==> config.mk <==
export PLATFORM = sky130hd
export DESIGN_NAME = wb_port_arbiter
export DESIGN_NICKNAME = d
export VERILOG_FILES = /design/src/rtl/wb_port_arbiter_pkg.sv /design/src/rtl/wb_grant_logic.sv /design/src/rtl/wb_port_arbiter.sv
export SDC_FILE = /design/constraint.sdc
export NUM_CORES = 1
export LEC_CHECK = 0
export ABC_AREA = 1
export BUFFER_PORTS_ARGS = -buffer_cell sky130_fd_sc_hd__buf_2
export CORE_MARGIN = 2
export CORE_UTILIZATION = 43
export DETAILED_ROUTE_END_ITERATION = 8
export MAX_ROUTING_LAYER = met4
export PLACE_DENSITY = 0.83
export RECOVER_POWER = 25
export SYNTH_ARGS = -nofsm -noshare
export SYNTH_HDL_FRONTEND = slang
export SYNTH_SLANG_ARGS = --single-unit
export TNS_END_PERCENT = 50
==> constraint.sdc <==
create_clock -name clk -period 1.41 [get_ports clk]
set_input_delay 0.0705 -clock clk [delete_from_list [all_inputs] [get_ports clk]]
set_output_delay 0.0705 -clock clk [all_outputs]
set_load 0.03 [all_outputs]
==> src/rtl/wb_port_arbiter_pkg.sv <==
// Shared definitions for the register-file writeback port arbiter.
// Holds the zero-register constant, the mux select encodings for the two
// writeback sources and the arbiter FSM state encoding.
package wb_port_arbiter_pkg;

  // Architectural zero register: writes to it are accepted but discarded.
  localparam logic [4:0] REG_ZERO = 5'd0;

  // Select encodings for the downstream 5-bit write-address 2:1 mux.
  localparam logic WB_SRC_A = 1'b0;  // in-order pipeline writeback
  localparam logic WB_SRC_B = 1'b1;  // long-latency unit return

  // Stall counter is 4 bits wide and saturates here.
  localparam logic [3:0] STARVE_SAT = 4'hF;

  typedef enum logic {
    NORMAL  = 1'b0,
    FORCE_B = 1'b1
  } arb_state_t;

endpackage

==> src/rtl/wb_grant_logic.sv <==
// Combinational grant for the writeback port: picks A or B each cycle.
// Latency: zero (pure combinational); grants depend only on valids, addrs,
// force_b and en, never on the other grant.
// Ports: en (low forces no grant), a_valid/a_addr, b_valid/b_addr,
//        force_b (starvation override), grant_a/grant_b (at most one high).
module wb_grant_logic
  import wb_port_arbiter_pkg::*;
#(
  parameter int AW = 5
) (
  input  logic          en,
  input  logic          a_valid,
  input  logic [AW-1:0] a_addr,
  input  logic          b_valid,
  input  logic [AW-1:0] b_addr,
  input  logic          force_b,
  output logic          grant_a,
  output logic          grant_b
);

  logic waw_hit;

  // Same non-zero destination: B is the older result, so it must land first
  // and let A's younger value overwrite it on a later cycle.
  assign waw_hit = (a_addr == b_addr) && (a_addr != AW'(REG_ZERO));

  always_comb begin
    grant_a = 1'b0;
    grant_b = 1'b0;
    if (en) begin
      if (a_valid && b_valid) begin
        if (force_b || waw_hit) begin
          grant_b = 1'b1;
        end else begin
          grant_a = 1'b1;
        end
      end else begin
        grant_a = a_valid;
        grant_b = b_valid;
      end
    end
  end

endmodule

==> src/rtl/wb_port_arbiter.sv <==
// Arbitrates the single register-file write port between pipeline writeback
// (A) and long-latency returns (B). Latency: grant is same-cycle, write port
// outputs are registered one cycle after the handshake. Backpressure: the
// losing source sees ready low and simply retries; B is forced through after
// STARVE_LIMIT consecutive stalled cycles, and only for one transfer.
// Ports: clk, rst_n (sync, active-low); a_valid/a_addr/a_data/a_ready;
//        b_valid/b_addr/b_data/b_ready; wb_sel/wb_addr/wb_data/wb_we
//        (registered write port); starve_cnt (current B stall count).
module wb_port_arbiter
  import wb_port_arbiter_pkg::*;
#(
  parameter int DW           = 32,
  parameter int AW           = 5,
  parameter int STARVE_LIMIT = 4
) (
  input  logic          clk,
  input  logic          rst_n,
  input  logic          a_valid,
  input  logic [AW-1:0] a_addr,
  input  logic [DW-1:0] a_data,
  output logic          a_ready,
  input  logic          b_valid,
  input  logic [AW-1:0] b_addr,
  input  logic [DW-1:0] b_data,
  output logic          b_ready,
  output logic          wb_sel,
  output logic [AW-1:0] wb_addr,
  output logic [DW-1:0] wb_data,
  output logic          wb_we,
  output logic [3:0]    starve_cnt
);

  // Count value at which one more stalled cycle hands B the override.
  localparam logic [3:0] STARVE_TRIG = 4'(STARVE_LIMIT - 1);

  arb_state_t    state_q;
  arb_state_t    state_d;
  logic [3:0]    starve_d;
  logic          grant_a;
  logic          grant_b;
  logic          a_fire;
  logic          b_fire;
  logic          b_stall;
  logic [AW-1:0] sel_addr;
  logic [DW-1:0] sel_data;

  // Reset gates the grants so a handshake in flight at reset is dropped.
  wb_grant_logic #(
    .AW(AW)
  ) u_grant (
    .en      (rst_n),
    .a_valid (a_valid),
    .a_addr  (a_addr),
    .b_valid (b_valid),
    .b_addr  (b_addr),
    .force_b (state_q == FORCE_B),
    .grant_a (grant_a),
    .grant_b (grant_b)
  );

  assign a_ready  = grant_a;
  assign b_ready  = grant_b;
  assign a_fire   = a_valid && grant_a;
  assign b_fire   = b_valid && grant_b;
  assign b_stall  = b_valid && !grant_b;
  assign sel_addr = b_fire ? b_addr : a_addr;
  assign sel_data = b_fire ? b_data : a_data;

  always_comb begin
    state_d  = state_q;
    starve_d = starve_cnt;

    if (!b_valid || b_fire) begin
      starve_d = 4'd0;
    end else if (starve_cnt != STARVE_SAT) begin
      starve_d = starve_cnt + 4'd1;
    end

    case (state_q)
      NORMAL: begin
        if (b_stall && (starve_cnt == STARVE_TRIG)) begin
          state_d = FORCE_B;
        end
      end
      FORCE_B: begin
        // Leaves after exactly one B transfer, so A cannot be starved.
        if (b_fire || !b_valid) begin
          state_d = NORMAL;
        end
      end
      default: state_d = NORMAL;
    endcase
  end

  always_ff @(posedge clk) begin
    if (!rst_n) begin
      state_q    <= NORMAL;
      starve_cnt <= 4'd0;
    end else begin
      state_q    <= state_d;
      starve_cnt <= starve_d;
    end
  end

  // Write port stage: select/addr/data hold when idle, only the enable drops.
  always_ff @(posedge clk) begin
    if (!rst_n) begin
      wb_we   <= 1'b0;
      wb_sel  <= WB_SRC_A;
      wb_addr <= '0;
      wb_data <= '0;
    end else if (a_fire || b_fire) begin
      wb_sel  <= b_fire ? WB_SRC_B : WB_SRC_A;
      wb_addr <= sel_addr;
      wb_data <= sel_data;
      wb_we   <= (sel_addr != AW'(REG_ZERO));
    end else begin
      wb_we   <= 1'b0;
    end
  end

endmodule

==> results.md <==
- Area Growth Syn to Fin: 36.85%
- Total core area: 0.004692 mm2
- CTS tree: done
- Top-count cell post-synth: nand2_1
- Final Slew Violations: 0
- Critical Path End Type: output port
- Clk sink count: between 40 and 50
- Power Density: 1060 mW/mm2
- Die width: around 74 um
- Setup WS post-layout: 0.1143 ns
- Wire per inst: ~12 um
- Skew final: 0.002798 ns
- Sequential cell fraction of total power: 46.9%
- Layout cell share with drive strength beyond 1: 30.07%
- Hold Path Depth: 3
- Die area: 0.005429 mm2
- Vias per inst: 4.979
- Max Root-Sink Buffers: 2
- Vias in the first global route: 1,937
- Cts-stage hold buffer count: 0
- Least-Margin Pin Slew: 0.4079 ns
- Clk_lat worst skew: 0.28 ns
- Register area share after synthesis: 42.18%
- Clock share of power: 26.0%
- Crit-path max FO: 23
- Status: completed
- Async SR Flop Fraction: 0%
- Final Cycle Share: 91.89%
- Logic pwr share: around 27%
- Gr usage total: 19.66%
- CTS clk-pin slew, worst paths: 0.08 ns
- Critical Path AT: ~1.2 ns
- Fmax: between 700 and 800 MHz
- Drt first pass iters: 5
- Initial antenna violation count: 0
- Layout Cells excl Fill: 473
- Syn nets: 377
- Largest net degree at the start of global routing: 75
- Placer Congestion: 0.8557
- Peak supply drop: approximately 0.00055 V
- Htree depth: 2
- Cells after DPL: approximately 460
- CTS Buf Count: 5
- Internal power: 2.043 mW
- Commonest register cell after synthesis: dfxtp_1
- P_leak: about 1.5 nW
- HP Class: primary input to register
- Fillers: 454
- Area contributors post-synth: dfxtp_1, nand2_1, o211ai_1
- Most frequent cells after synthesis: nand2_1, dfxtp_1, inv_1, nand3_1, o211ai_1
- Post-synthesis register bit count: 44
- Slowest Stage Delay on Critical Path: 0.33 ns
- Largest area contributor in the netlist: dfxtp_1
- Diode count: 0
- Post-synthesis cell count: about 300
- CP Launch Type: register
- Register-to-Register Path Depth: 7
- Final hold viol count: 0
- Max Cap Viol: 0
- Final net count: 497
- Syn. warnings: 0
- I/O pin total: 123
- Switching share of power: approximately 33%
- Slew HR: 72.81%
- Setup Crit Path Kind: register to output port
- Via Count: 2,355
- Drc violations: 0
- Switching pwr: around 0.99 mW
- Post-Syn Area: between 0.002 and 0.0025 mm2
- Buffers on Ports: 122
- Row Count: 25
- DPL Wire Length: 3951 um
- EDFF count, synth: 0
- Initial Util: about 45%
- Slowest library cell on the worst path: dfxtp_2
- Worst path required time: 1.34 ns
- First-pass GRT wire length: 8121 um
- Syn Area/Cell: between 7 and 8 um2
- Root Driver: clkbuf_8
- Final setup vio count: 0
- Post-synth top area share: 42.18%
- Die Y: ~74 um
- Worst slack, placed: -0.05484 ns
- Iteration-0 DRC count of the detailed router: 89
- Fin crit period: 1.296 ns
- Total Wirelength: 5461 um
- Routed Antenna Nets: 0
- Yosys cell types: 23
- Worst path cell trace: inv_2 -> nand3_2 -> nand2_4 -> clkinv_2 -> buf_12 -> buf_6
- GRT overflow: 0
- RSZ-0062 raised after global routing: no
==> routing by layer <==
| metal | track usage [%] | vias up | share of wire [%] |
|---|---|---|---|
| li1 | - | 1219 | - |
| met1 | 21.50 | 1043 | 43 |
| met2 | 34.52 | 91 | 49 |
| met3 | 6.036 | 2 | 8.1 |
| met5 | - | - | 0 |
| met4 | 5.051 | 0 | 0.44 |
==> cell families after synthesis <==
| logic type | after synthesis | synth area share [%] |
|---|---|---|
| AOI/OAI and AO/OA | 60 | 17.68 |
| xor gates and xnor gates | 3 | 1.258 |
| adders and majority gates | 1 | 0.5991 |
| buffers and inverters | 50 | 10.13 |
| DFF | 44 | 42.18 |
| and+or+nand+nor | 140 | 28.16 |
==> worst paths after layout <==
| kind | from | end | slack [ns] |
|---|---|---|---|
| max | state_q | b_ready | 0.11 |
| min | b_data[22] | wb_data[22] | 0.03 |
| max reg2reg | state_q | wb_we | 0.14 |
| min reg2reg | wb_data[31] | wb_data[31] | 0.48 |
==> stage by stage <==
| step | util (%) | setup TNS, ns | power [mW] | area, um2 | hold WS [ns] |
|---|---|---|---|---|---|
| floorplan | - | 0 | 1.975 | 2088 | 0.2225 |
| global placement | 58.83 | 0 | 2.261 | 2760 | 0.3194 |
| detailed placement | 58.83 | -0.5251 | 2.278 | 2760 | 0.3335 |
| CTS | 61.07 | 0 | 3.082 | 2865 | 0.02185 |
| global route | 60.91 | 0 | 3.216 | 2858 | 0.02198 |
| finish | 60.91 | 0 | 3.030 | 2858 | 0.02975 |
==> final cells by class <==
cell class / count / area [um2] / area share, %
Multi-Input combinational cell: 204 / 1003 / 35.11
Inverter: 31 / 117.6 / 4.116
Timing Repair Buffer: 132 / 696.9 / 24.39
Sequential cell: 44 / 882.1 / 30.87
Tap cell: 54 / 67.56 / 2.364
Clock buffer: 8 / 90.09 / 3.152
==> critical path: cells and delay by family, from the launching register on <==
kind | cells | cell delay [ns]
buf+inv | 4 | 0.43
flops | 1 | 0.33
simple gates | 2 | 0.18
==> state kept, by name, indices dropped and copies added (netlist names) <==
register,count
wb_addr,5
wb_sel,1
wb_we,1
wb_data,32
state_q,1
starve_cnt,4
==> layout by cell type (no fill, tap or decap), drive strengths merged <==
cell type	synthesis	final
a21oi	18	18
xnor2	1	1
o21ai	6	6
nor2	11	11
o211ai	19	19
dfxtp	44	44
clkinv	1	1
inv	30	30
buf	7	110
a31oi	17	17
nand3	30	30
nand2	98	98
ha	1	1
nand4	1	1
clkbuf	12	30
xor2	2	2
==> repair_timing <==
item | 4_1_cts | 5_1_grt
endpoints found under the setup margin | 1 | 20
resized for setup | 0 | 8
pin swaps | 1 | 1
buffers inserted | 2 | 0
==> power by group through the flow <==
stage | sequential [mW] | clock (mW) | combinational (mW)
2_1_floorplan | 1.68 | 0 | 0.295
3_3_place_gp | 1.44 | 0 | 0.819
3_5_place_dp | 1.44 | 0 | 0.833
4_1_cts | 1.42 | 0.826 | 0.838
5_1_grt | 1.43 | 0.884 | 0.898
6_report | 1.42 | 0.789 | 0.821
Power figures use the tool's default switching activity.
